File: config.mk
export PLATFORM = sky130hd
export DESIGN_NAME = dmem_lane_ctrl
export DESIGN_NICKNAME = d
export VERILOG_FILES = /design/src/rtl/dmem_lane_ctrl.sv
export SDC_FILE = /design/constraint.sdc
export NUM_CORES = 1
export LEC_CHECK = 0
export CAP_MARGIN = 20
export CORE_MARGIN = 1
export CORE_UTILIZATION = 40
export CTS_CLUSTER_DIAMETER = 200
export DETAILED_ROUTE_END_ITERATION = 8
export GPL_TIMING_DRIVEN = 0
export PLACE_DENSITY_LB_ADDON = 0.2
export SKIP_LAST_GASP = 1
export SLEW_MARGIN = 15
export SYNTH_ARGS = -nofsm -noshare
export SYNTH_HDL_FRONTEND = slang
export SYNTH_SLANG_ARGS = --single-unit
File: constraint.sdc
create_clock -name clk -period 2.86 [get_ports clk]
set_clock_uncertainty 0.05 [all_clocks]
set_input_delay 0.286 -clock clk [delete_from_list [all_inputs] [get_ports clk]]
set_output_delay 0.286 -clock clk [all_outputs]
set_load 0.01 [all_outputs]
File: src/rtl/dmem_lane_ctrl.sv
// Load/store controller between the MEM stage and four byte-lane data-memory banks (lane 3 = MSB).
// Optional feature macro: DMEM_ALIGN_CHECK_EN (flag misaligned half/word accesses instead of forcing alignment).
module dmem_lane_ctrl #(
  parameter int ADDR_W      = 11,
  parameter int TIMEOUT_CYC = 15
) (
  input  logic              clk,
  input  logic              rst_n,
  input  logic              req_valid,
  output logic              req_ready,
  input  logic              req_we,
  input  logic [1:0]        req_size,
  input  logic              req_signed,
  input  logic [ADDR_W-1:0] req_addr,
  input  logic [31:0]       req_wdata,
  output logic              resp_valid,
  input  logic              resp_ready,
  output logic [31:0]       resp_rdata,
  output logic              resp_err,
  output logic              busy,
  output logic [3:0]        lane_rd_en,
  output logic [3:0]        lane_wr_en,
  output logic [ADDR_W-3:0] lane_addr,
  output logic [31:0]       lane_wdata,
  input  logic [31:0]       lane_rdata,
  input  logic [3:0]        lane_valid
);

  localparam int CNT_W = $clog2(TIMEOUT_CYC + 1);

  typedef enum logic [1:0] {
    ST_IDLE  = 2'd0,
    ST_ISSUE = 2'd1,
    ST_WAIT  = 2'd2,
    ST_RESP  = 2'd3
  } state_t;

  state_t            state_r, next_state_s;
  logic [1:0]        off_r, size_r;
  logic              signed_r, we_r;
  logic [3:0]        mask_r, seen_r;
  logic [31:0]       cap_r;
  logic [CNT_W-1:0]  cnt_r;

  logic              accept_s, bad_s, done_s, timeout_s;
  logic [1:0]        off_s;
  logic [3:0]        mask_s, seen_next_s;
  logic [31:0]       wdata_rep_s, cap_next_s, rdata_next_s;
  logic              err_next_s;

  logic              req_ready_r, resp_valid_r, resp_err_r, busy_r;
  logic [31:0]       resp_rdata_r, lane_wdata_r;
  logic [3:0]        lane_rd_en_r, lane_wr_en_r;
  logic [ADDR_W-3:0] lane_addr_r;

  // Byte offset b lives on lane 3-b; halves occupy lanes 3:2 or 1:0.
  function automatic logic [3:0] lane_mask(input logic [1:0] off, input logic [1:0] size);
    case (size)
      2'b00:   lane_mask = 4'b1000 >> off;
      2'b01:   lane_mask = off[1] ? 4'b0011 : 4'b1100;
      2'b10:   lane_mask = 4'b1111;
      default: lane_mask = 4'b0000;
    endcase
  endfunction

  function automatic logic [31:0] store_rep(input logic [31:0] wd, input logic [1:0] size);
    case (size)
      2'b00:   store_rep = {4{wd[7:0]}};
      2'b01:   store_rep = {2{wd[15:0]}};
      default: store_rep = wd;
    endcase
  endfunction

  function automatic logic [31:0] load_align(input logic [31:0] d, input logic [1:0] off,
                                             input logic [1:0] size, input logic sgn);
    logic [7:0]  b;
    logic [15:0] h;
    case (off)
      2'b00:   b = d[31:24];
      2'b01:   b = d[23:16];
      2'b10:   b = d[15:8];
      default: b = d[7:0];
    endcase
    h = off[1] ? d[15:0] : d[31:16];
    case (size)
      2'b00:   load_align = {{24{sgn & b[7]}}, b};
      2'b01:   load_align = {{16{sgn & h[15]}}, h};
      default: load_align = d;
    endcase
  endfunction

  // Request decode: effective offset, error classification, lane mask and replicated store data
  always_comb begin
    accept_s = req_valid & req_ready_r;
`ifdef DMEM_ALIGN_CHECK_EN
    off_s = req_addr[1:0];
    case (req_size)
      2'b01:   bad_s = req_addr[0];
      2'b10:   bad_s = |req_addr[1:0];
      2'b11:   bad_s = 1'b1;
      default: bad_s = 1'b0;
    endcase
`else
    bad_s = (req_size == 2'b11);
    case (req_size)
      2'b01:   off_s = {req_addr[1], 1'b0};
      2'b10:   off_s = 2'b00;
      default: off_s = req_addr[1:0];
    endcase
`endif
    mask_s      = lane_mask(off_s, req_size);
    wdata_rep_s = store_rep(req_wdata, req_size);
  end

  // Lane collection: accumulate valid pulses on masked lanes and their read bytes
  always_comb begin
    seen_next_s = seen_r | (lane_valid & mask_r);
    cap_next_s  = cap_r;
    for (int k = 0; k < 4; k++) begin
      if (lane_valid[k] && mask_r[k]) begin
        cap_next_s[8*k +: 8] = lane_rdata[8*k +: 8];
      end else begin
        cap_next_s[8*k +: 8] = cap_r[8*k +: 8];
      end
    end
    done_s    = (seen_next_s == mask_r);
    timeout_s = (cnt_r == CNT_W'(TIMEOUT_CYC - 1));
  end

  // Next-state logic
  always_comb begin
    next_state_s = state_r;
    case (state_r)
      ST_IDLE: begin
        if (accept_s) begin
          next_state_s = bad_s ? ST_RESP : ST_ISSUE;
        end else begin
          next_state_s = ST_IDLE;
        end
      end
      ST_ISSUE: next_state_s = ST_WAIT;
      ST_WAIT: begin
        if (done_s || timeout_s) begin
          next_state_s = ST_RESP;
        end else begin
          next_state_s = ST_WAIT;
        end
      end
      ST_RESP: begin
        if (resp_ready) begin
          next_state_s = ST_IDLE;
        end else begin
          next_state_s = ST_RESP;
        end
      end
      default: next_state_s = ST_IDLE;
    endcase
  end

  // Response payload: set when RESP is entered, held through backpressure, cleared on handoff
  always_comb begin
    rdata_next_s = resp_rdata_r;
    err_next_s   = resp_err_r;
    case (state_r)
      ST_IDLE: begin
        if (next_state_s == ST_RESP) begin
          rdata_next_s = 32'h0;
          err_next_s   = 1'b1;
        end else begin
          err_next_s   = resp_err_r;
        end
      end
      ST_WAIT: begin
        if (done_s) begin
          rdata_next_s = we_r ? 32'h0 : load_align(cap_next_s, off_r, size_r, signed_r);
          err_next_s   = 1'b0;
        end else if (timeout_s) begin
          rdata_next_s = 32'h0;
          err_next_s   = 1'b1;
        end else begin
          err_next_s   = resp_err_r;
        end
      end
      ST_RESP: begin
        if (resp_ready) begin
          rdata_next_s = 32'h0;
          err_next_s   = 1'b0;
        end else begin
          err_next_s   = resp_err_r;
        end
      end
      default: err_next_s = resp_err_r;
    endcase
  end

  // State register
  always_ff @(posedge clk or negedge rst_n) begin
    if (!rst_n) state_r <= ST_IDLE;
    else        state_r <= next_state_s;
  end

  // Request context captured on accept
  always_ff @(posedge clk or negedge rst_n) begin
    if (!rst_n) begin
      off_r    <= 2'b00;
      size_r   <= 2'b00;
      signed_r <= 1'b0;
      we_r     <= 1'b0;
      mask_r   <= 4'b0000;
    end else if (accept_s) begin
      off_r    <= off_s;
      size_r   <= req_size;
      signed_r <= req_signed;
      we_r     <= req_we;
      mask_r   <= bad_s ? 4'b0000 : mask_s;
    end
  end

  // Seen/capture registers and WAIT timeout counter
  always_ff @(posedge clk or negedge rst_n) begin
    if (!rst_n) begin
      seen_r <= 4'b0000;
      cap_r  <= 32'h0;
      cnt_r  <= {CNT_W{1'b0}};
    end else begin
      case (state_r)
        ST_ISSUE: begin
          seen_r <= 4'b0000;
          cap_r  <= 32'h0;
          cnt_r  <= {CNT_W{1'b0}};
        end
        ST_WAIT: begin
          seen_r <= seen_next_s;
          cap_r  <= cap_next_s;
          cnt_r  <= cnt_r + CNT_W'(1);
        end
        default: begin
          seen_r <= seen_r;
        end
      endcase
    end
  end

  // Output registers; lane strobes are valid only for the single ISSUE cycle
  always_ff @(posedge clk or negedge rst_n) begin
    if (!rst_n) begin
      req_ready_r  <= 1'b1;
      busy_r       <= 1'b0;
      resp_valid_r <= 1'b0;
      resp_err_r   <= 1'b0;
      resp_rdata_r <= 32'h0;
      lane_rd_en_r <= 4'b0000;
      lane_wr_en_r <= 4'b0000;
      lane_addr_r  <= {(ADDR_W-2){1'b0}};
      lane_wdata_r <= 32'h0;
    end else begin
      req_ready_r  <= (next_state_s == ST_IDLE);
      busy_r       <= (next_state_s != ST_IDLE);
      resp_valid_r <= (next_state_s == ST_RESP);
      resp_err_r   <= err_next_s;
      resp_rdata_r <= rdata_next_s;
      lane_rd_en_r <= ((next_state_s == ST_ISSUE) && !req_we) ? mask_s : 4'b0000;
      lane_wr_en_r <= ((next_state_s == ST_ISSUE) && req_we) ? mask_s : 4'b0000;
      lane_addr_r  <= (next_state_s == ST_ISSUE) ? req_addr[ADDR_W-1:2] : {(ADDR_W-2){1'b0}};
      lane_wdata_r <= ((next_state_s == ST_ISSUE) && req_we) ? wdata_rep_s : 32'h0;
    end
  end

  assign req_ready  = req_ready_r;
  assign busy       = busy_r;
  assign resp_valid = resp_valid_r;
  assign resp_err   = resp_err_r;
  assign resp_rdata = resp_rdata_r;
  assign lane_rd_en = lane_rd_en_r;
  assign lane_wr_en = lane_wr_en_r;
  assign lane_addr  = lane_addr_r;
  assign lane_wdata = lane_wdata_r;

endmodule

== Yosys cells after proc, flatten, opt, wreduce, memory -nomap -nowiden ==
Index checks and enable logic that the tools add are counted.
W data, S select, Z words.

* Add/subtract/negate cells: 1
* Eq/ne operators: 16
* Shift-type cells: 1
* Mux-type cells: 37
* Bitwise operators: 5
* Reduce and logical (&&, ||, !) cells: 17

{| class="wikitable"
|+ Operator list
! operator !! number
|-
| $mux W32 || 6
|-
| $pmux W32 S2 || 3
|-
| $pmux W32 S3 || 1
|-
| $mux W8 || 6
|-
| $pmux W8 S3 || 1
|-
| $mux W16 || 1
|-
| $mux W4 || 4
|-
| $pmux W4 S2 || 2
|-
| $eq A2 B2 Y1 const B || 6
|-
| $pmux W4 S3 || 1
|-
| $eq A2 B1 Y1 const B || 5
|-
| $logic_not A2 Y1 || 5
|-
| $mux W9 || 1
|-
| $pmux W2 S4 || 1
|-
| $logic_and A1 B1 Y1 || 6
|-
| $mux W2 || 3
|-
| $mux W1 || 5
|-
| $add A4 B1 Y4 const B || 1
|-
| $and A4 B4 Y4 || 1
|-
| $eq A4 B4 Y1 || 1
|-
| $eq A4 B4 Y1 const B || 1
|-
| $ne A2 B2 Y1 const B || 2
|-
| $or A4 B4 Y4 || 1
|-
| $pmux W2 S2 || 1
|-
| other kinds (9) || 12
|}

* Register bits: 137
* Input bits: 87
* Output and inout bits: 85
* Word-level logic and storage cells: 95

== Depth between registers and ports, before layout ==
Gate-level depths: netlist (run 1).

* Depth after elaboration: 10
* Mapped depth: 11
* Mapped depth without buffers: 8

== Least setup slack after synthesis (run 1) ==
No wires, ideal clock.

* Path type: reg2reg
* Start point: register state_r[0]
* End point: register resp_rdata_r[30], in the netlist resp_rdata[30]
* Setup time: 0.128 ns
* Arrival: 2.244 ns
* Data required time: 2.682 ns
* Setup slack: 0.438 ns
* Cell stages (with the launch flop): 11
* Buffers on the path: 2
* Clock period less this slack: 2.422 ns
* Cells stage by stage: dfrtp_1 inv_1 ha_1 buf_2 inv_1 a31oi_1 o221a_2 o31a_1 o221ai_2 buf_2 mux2_1

* Cells in the longest elaborated chain, start to end: 5
* Elaborated cells on any way between the ends: 12
* Those cells by class: 7 x eq/ne; 2 x mux; 3 x reduce/logical

{| class="wikitable"
|+ RTL lines
! element !! RTL line !! text
|-
| start, declared || 38 || <nowiki>state_t state_r, next_state_s;</nowiki>
|-
| start signal, assigned || 199 || <nowiki>else state_r <= next_state_s;</nowiki>
|-
| $eq A2 B2 Y1 (tied with other cells) || 133, 164 ||
|-
| $pmux W2 S4 || 133 || <nowiki>case (state_r)</nowiki>
|-
| $eq A2 B2 Y1 || 166 || <nowiki>if (next_state_s == ST_RESP) begin</nowiki>
|-
| $ne A2 B2 Y1 (no source line) || - ||
|-
| $reduce_and A4 Y1 (no source line) || - ||
|-
| end signal, assigned || 261 || <nowiki>resp_rdata_r <= rdata_next_s;</nowiki>
|-
| end, declared || 52 || <nowiki>logic [31:0] resp_rdata_r, lane_wdata_r;</nowiki>
|}

Several ways; a longest one is shown, not always the timed one.
A chain may end at the register's enable or synchronous reset.

== Worst setup path in the final report (run 1) ==
* Start point: register state_r[0]
* End point: register resp_rdata_r[16], in the netlist resp_rdata[16]

The elaborated chain is that of the path after synthesis.

==> impl_metrics.json, run 1 <==
{
  "place_area_mm2": 0.00854,
  "grtUsageTotal_pct": 24.4,
  "vias_per_cell": 5.50,
  "final-hold-violation-count": 0,
  "port-buffer-count": 170,
  "gp_congestion": 0.885,
  "required_time_at_the_endpoint_of_the_critical_path_ps": 3180,
  "synthToLayoutAreaGrowth_pct": 40.9,
  "detailedRoute.firstPassIterationCount": 5,
  "drt_iter0_markers": 367,
  "netlist-cell-type-count": 56,
  "finalCriticalPeriod_ps": 2740,
  "power.share.clock_pct": 23.1,
  "timing.critical_path.fanout_max": 10,
  "report.power.total_mw": 9.30,
  "synth_fp_nets": 739,
  "final_min_period_over_clock_period_pct": 95.8,
  "timing.rr.start": "state_r[0]",
  "max-vdd-ir-drop_mv": 0.547,
  "synth_area_per_cell_um2": 10.2,
  "post-synth-top-area-fraction_pct": 52.1,
  "layout_commonest_cell": "sky130_fd_sc_hd__clkdlybuf4s50_1",
  "synth-edff-count": 0,
  "ff2ff_setup_slack_ps": 120,
  "timing_worst_setup_path_type": "flip-flop to flip-flop",
  "path_common_cell": "sky130_fd_sc_hd__clkbuf_4",
  "min-delay-path-class": "primary input to flip-flop",
  "synth_async_reset_ratio_pct": 100,
  "fillers": 1392,
  "drt-total-wl_mm": 19.6,
  "cp_num_buf_inv": 5,
  "grt-ovfl-total": 0,
  "critical_path.max_stage_delay_ps": 440,
  "endpoint": "resp_rdata[16]",
  "cp_top_delay_family": "buffers and inverters",
  "max-clock-path-buffers": 2,
  "grt_first_pass_wirelength_mm": 30.6,
  "ios": 172,
  "numClockSinks": 137,
  "start_util_pct": 41.0,
  "critPathCaptureType": "flip-flop",
  "setup_slack_ps": 121,
  "layout.cells.most_common_list": "sky130_fd_sc_hd__clkdlybuf4s50_1 (169), sky130_fd_sc_hd__dfrtp_1 (136), sky130_fd_sc_hd__nand2_1 (56)",
  "tritoncts": "done",
  "start_kind": "flip-flop",
  "r2r-end": "resp_rdata[16]",
  "htreeDepth": 4,
  "slew_violations": 0,
  "cts.clk_slew.worst_paths_ps": 60,
  "internal_mw": 5.60,
  "dp_slack_ps": -307,
  "fp.dieH_um": 130,
  "placement_rows": 46,
  "yosys-top-cells-area": "sky130_fd_sc_hd__dfrtp_1 (52%), sky130_fd_sc_hd__mux2i_1 (4.9%), sky130_fd_sc_hd__a21oi_1 (3.5%), sky130_fd_sc_hd__nand2_1 (3.2%), sky130_fd_sc_hd__o22ai_1 (3.2%)",
  "fmax_ghz": 0.365,
  "dieWidth_um": 130,
  "synth-main-ff-cell": "sky130_fd_sc_hd__dfrtp_1",
  "fp.coreArea_mm2": 0.0159,
  "yosys_warnings": 0,
  "worst_setup_path_startpoint": "state_r[0]",
  "setup-violations-final": 0,
  "first_global_vias": 5964,
  "worstSkewPairLatency_ps": 430,
  "crit_path_cell_trace": "inv_2 > ha_1 > clkbuf_4 > clkinvlp_4 > nor2_1 > or4b_1 > clkbuf_4 > a2111o_1 > buf_4 > a21oi_1 > mux2_2",
  "reg2reg_depth": 11,
  "grt_start_max_net_pins": 89,
  "worst-endpoint-arrival_ps": 3060,
  "postRouteAntennaNets": 0,
  "cp_num_cells": 11,
  "antenna_found_initial": 0,
  "hpwlAfterDp_mm": 14.5,
  "clock-root-buffer": "sky130_fd_sc_hd__clkbuf_16",
  "outcome": "complete, no violations",
  "synth.cell_area_mm2": 0.00653,
  "antenna_cells": 0,
  "cellLeakagePower_nw": 4.14,
  "ys_seq_elements": 137,
  "max_slew_margin_pct": 46.2,
  "switch_share_pct": 39.8,
  "power_share_of_the_sequential_group_pct": 29.9,
  "syn_inst": 640,
  "drive_gt1_share_pct": 9.05,
  "route.detailed.wl_per_inst_um": 18.3,
  "design_area_mm2": 0.00921,
  "overall_via_count_from_detail_route": 5873,
  "post_layout_util_pct": 57.8,
  "maxCapViolations": 0,
  "synth.yosys.seq_area_share_pct": 52.5,
  "drc": 0,
  "synth.largest_area_cell": "sky130_fd_sc_hd__dfrtp_1",
  "timing_worst_slew_pin_value_ps": 801,
  "slowest_stage": "sky130_fd_sc_hd__or4b_1",
  "floorplan.die_area_mm2": 0.0168,
  "combinationalPowerShare_pct": 47.0,
  "numCtsBuffers": 17,
  "total_switching_power_mw": 3.70,
  "final_net_count": 937,
  "power_density_mw_per_mm2": 1010
}
worst min-delay path by stage:
stage | startpoint | to | slack, ps | depth (start not counted)
3_3_place_gp | resp_rdata[23] | resp_rdata[23] | 430 | 1
4_1_cts | lane_valid[1] | seen_r[1] | 210 | 3
2_1_floorplan | rst_n | busy | -60 | 0
5_1_grt | lane_valid[1] | seen_r[1] | 290 | 3
3_5_place_dp | rst_n | resp_valid | 180 | 1
6_report | lane_valid[1] | seen_r[1] | 240 | 3
registers in the layout, indices dropped and copies added (netlist names), 2 cells and up:
register and cells:
cap_r 32, lane_wdata 32, resp_rdata 32, lane_addr 9
cnt_r 4, lane_rd_en 4, lane_wr_en 4, mask_r 4
seen_r 4, off_r 2, size_r 2, state_r 2
cells in the mapped netlist, types with 4 or more instances:
library cell and instances:
sky130_fd_sc_hd__buf_2 5, sky130_fd_sc_hd__mux2_2 15, sky130_fd_sc_hd__a32o_1 8, sky130_fd_sc_hd__a21oi_1 46, sky130_fd_sc_hd__o31ai_1 6, sky130_fd_sc_hd__dfrtp_1 136
sky130_fd_sc_hd__a32oi_1 7, sky130_fd_sc_hd__nor2_1 37, sky130_fd_sc_hd__mux2i_1 32, sky130_fd_sc_hd__a31oi_1 4, sky130_fd_sc_hd__o22ai_1 33, sky130_fd_sc_hd__inv_1 54
sky130_fd_sc_hd__or2_2 4, sky130_fd_sc_hd__nor4_1 4, sky130_fd_sc_hd__nand2b_1 8, sky130_fd_sc_hd__a22oi_1 25, sky130_fd_sc_hd__mux2_1 11, sky130_fd_sc_hd__clkbuf_1 27
sky130_fd_sc_hd__and3_1 20, sky130_fd_sc_hd__o21ai_0 26, sky130_fd_sc_hd__nand3_1 5, sky130_fd_sc_hd__ha_1 12, sky130_fd_sc_hd__nor2b_1 9, sky130_fd_sc_hd__nand2_1 56
what timing repair did:
action,CTS,global route
gates resized for setup,1,7
pin swaps,1,1
hold endpoints to repair,49,0
setup buffers,3,4
hold buffers,1,0
setup endpoints to repair,22,67
kinds of logic after synthesis:
family	synth area share, %
AND/OR/NAND/NOR	11.2
adder cells (fa/ha/maj)	2.30
AO/OA/AOI/OAI	18.9
multiplexers	9.38
flip-flops	52.5
buffers and inverters	5.73
worst min-delay path: cells and delay by family:
kind            cells  cell delay (ps)
buf+inv             1              170
compound gates      1              170
simple gates        1               50
final cells by class:
| class | count | area, um2 | area share (%) |
|---|---|---|---|
| Tap cell | 216 | 270 | 2.93 |
| Timing Repair Buffer | 179 | 1800 | 19.5 |
| Buffer | 39 | 179 | 1.94 |
| Clock buffer | 20 | 447 | 4.85 |
| Multi-Input combinational cell | 410 | 2750 | 29.9 |
| Inverter | 54 | 206 | 2.24 |
| Sequential cell | 137 | 3430 | 37.2 |
| Clock inverter | 12 | 126 | 1.37 |
routing by layer:
metal  routed length, um  share of wire [%]  GRT usage [%]  vias to the layer above
met5                   0                  0              0                        -
met4                 510                2.6           10.1                        0
met3                1460                7.4           8.04                       41
met2                9100                 46           37.9                      224
met1                8510                 43           31.5                     2920
li1                    -                  -              -                     2688
power by group through the flow:
stage / Clock, mW / Combinational [mW] / Sequential, mW
3_3_place_gp: 0 / 4.02 / 2.79
2_1_floorplan: 0 / 2.37 / 2.88
4_1_cts: 2.17 / 4.25 / 2.78
3_5_place_dp: 0 / 4.15 / 2.80
5_1_grt: 2.26 / 4.73 / 2.84
6_report: 2.15 / 4.37 / 2.78
metrics by stage:
stage / setup TNS [ps] / instances / hold slack [ps]
after CTS: -30.7 / 1063 / 208
after global placement: -545770 / 1026 / 433
after global routing: -21.6 / 1067 / 288
final: 0 / 1067 / 235
after detailed placement: -9740 / 1027 / 176
after floorplan: 0 / 640 / -59.6
Note: power is estimated with default switching activity, not from simulation.
==> inputs of run 2 (changes only) <==
CAP_MARGIN = 30   (was 20)
SLEW_MARGIN = 20   (was 15)
==> results of run 2 <==
Final layout, timing and power as in run 1 (identical DEF).
==> inputs of run 3 (changes only) <==
MAX_ROUTING_LAYER = met4   (was not set)
==> impl_metrics.json, run 3 (synthesized netlist as in run 1, its figures left out) <==
{
  "outcome": "complete, no violations",
  "postRouteAntennaNets": 0,
  "worstSkewPairLatency_ps": 430,
  "drive_gt1_share_pct": 9.05,
  "worst-endpoint-arrival_ps": 3070,
  "hpwlAfterDp_mm": 14.5,
  "cts.clk_slew.worst_paths_ps": 60,
  "antenna_found_initial": 0,
  "start_util_pct": 41.0,
  "area.sequential_mm2": 0.00343,
  "post_layout_util_pct": 57.8,
  "multiInputGateArea_mm2": 0.00275,
  "ios": 172,
  "fp.coreArea_mm2": 0.0159,
  "grt_util_met2_pct": 37.9,
  "busiest_layer": "met2",
  "report.power.total_mw": 9.30,
  "grt_first_pass_wirelength_mm": 30.6,
  "grt_start_max_net_pins": 89,
  "fmax_ghz": 0.364,
  "numCtsBuffers": 17,
  "setup_slack_ps": 114,
  "gr-usage-met1_pct": 32.0,
  "placement_rows": 46,
  "grtUsageTotal_pct": 25.2,
  "dieWidth_um": 130,
  "setup-violations-final": 0,
  "whs_path_depth": 3,
  "timing_worst_slew_pin_value_ps": 779,
  "dp_slack_ps": -307,
  "finalCriticalPeriod_ps": 2750,
  "drt-total-wl_mm": 19.5,
  "port-buffer-count": 170,
  "met3_usage_pct": 6.72,
  "htreeDepth": 4,
  "final_net_count": 937,
  "drc": 0,
  "fillers": 1392,
  "hold-worst-slack_ps": 243,
  "route.detailed.wl_per_inst_um": 18.3,
  "timing.critical_path.fanout_max": 10,
  "gp_congestion": 0.900,
  "cellLeakagePower_nw": 4.14,
  "reg2reg_depth": 11,
  "slew_violations": 0,
  "first_global_vias": 5972,
  "clock-root-buffer": "sky130_fd_sc_hd__clkbuf_16",
  "fp.dieH_um": 130,
  "numClockSinks": 137,
  "critPathCaptureType": "flip-flop",
  "grt-ovfl-total": 0,
  "layout_commonest_cell": "sky130_fd_sc_hd__clkdlybuf4s50_1",
  "final-hold-violation-count": 0,
  "layout.cells.most_common_list": "sky130_fd_sc_hd__clkdlybuf4s50_1 (169), sky130_fd_sc_hd__dfrtp_1 (136), sky130_fd_sc_hd__nand2_1 (56)",
  "max_slew_margin_pct": 47.7,
  "antenna_cells": 0,
  "floorplan.die_area_mm2": 0.0168,
  "tritoncts": "done",
  "power_density_mw_per_mm2": 1010,
  "drt_iter0_markers": 403,
  "start_kind": "flip-flop",
  "final_min_period_over_clock_period_pct": 96.0,
  "required_time_at_the_endpoint_of_the_critical_path_ps": 3180,
  "max-vdd-ir-drop_mv": 0.547,
  "maxCapViolations": 0,
  "synthToLayoutAreaGrowth_pct": 40.9,
  "vias_per_cell": 5.50,
  "overall_via_count_from_detail_route": 5872,
  "detailedRoute.firstPassIterationCount": 5,
  "max-clock-path-buffers": 2,
  "min-delay-path-class": "primary input to flip-flop",
  "timing_worst_setup_path_type": "flip-flop to flip-flop"
}
## run 3: cell counts in the layout (fill, tap and decap cells not counted)
Identical to the previous run, type by type.
## run 3: worst paths after layout
check / startpoint / to / slack (ps)
setup / recovery: state_r[0] / resp_rdata[16] / 110
hold / removal: lane_valid[1] / seen_r[1] / 240
setup reg to reg: state_r[0] / resp_rdata[16] / 110
hold reg to reg: resp_rdata[29] / resp_rdata[29] / 440
max in group asynchronous: rst_n / cap_r[25] / 1710
min in group asynchronous: rst_n / resp_valid / 320
## run 3: layout make-up
cell class                      instances  area share (%)
Tap cell                              216            2.93
Timing Repair Buffer                  179            19.5
Inverter                               54            2.24
Clock inverter                         12            1.37
Buffer                                 39            1.94
Sequential cell                       137            37.2
Multi-Input combinational cell        410            29.9
Clock buffer                           20            4.85
## run 3: routing by layer
layer  share of wire [%]  wire length (um)  up-vias
met4                 2.7               534        0
met5                   0                 0        -
met2                  46              9070      241
met3                 7.2              1400       46
met1                  44              8530     2895
li1                    -                 -     2690
## run 3: worst max-delay path: stages (launching register included)
cell,delay (ps)
sky130_fd_sc_hd__dfrtp_1,420
sky130_fd_sc_hd__inv_2,100
sky130_fd_sc_hd__ha_1,140
sky130_fd_sc_hd__clkbuf_4,200
sky130_fd_sc_hd__clkinvlp_4,130
sky130_fd_sc_hd__nor2_1,120
sky130_fd_sc_hd__or4b_1,440
sky130_fd_sc_hd__clkbuf_4,220
sky130_fd_sc_hd__a2111o_1,350
sky130_fd_sc_hd__buf_4,180
sky130_fd_sc_hd__a21oi_1,150
sky130_fd_sc_hd__mux2_2,180
## run 3: per-stage QoR
| step | cells | TNS, ps | area (um2) |
|---|---|---|---|
| detailed placement | 1027 | -9740 | 8540 |
| global placement | 1026 | -545770 | 8510 |
| global route | 1067 | -15.0 | 9210 |
| finish | 1067 | 0 | 9210 |
| CTS | 1063 | -30.7 | 9160 |
| floorplan | 640 | 0 | 6530 |
## run 3: report_power, final
part           internal [mW]  total, mW  switching [mW]
Sequential              2.47       2.78           0.311
Clock                   1.30       2.15           0.849
Combinational           1.83       4.37            2.54
Total                   5.60       9.30            3.70
## run 3: repair_timing
action                     4_1_cts  5_1_grt
hold buffers                     1        0
setup buffers                    3        4
gates resized for setup          1        7
hold endpoints to repair        49        0
setup endpoints to repair       22       67
pin swaps                        1        1
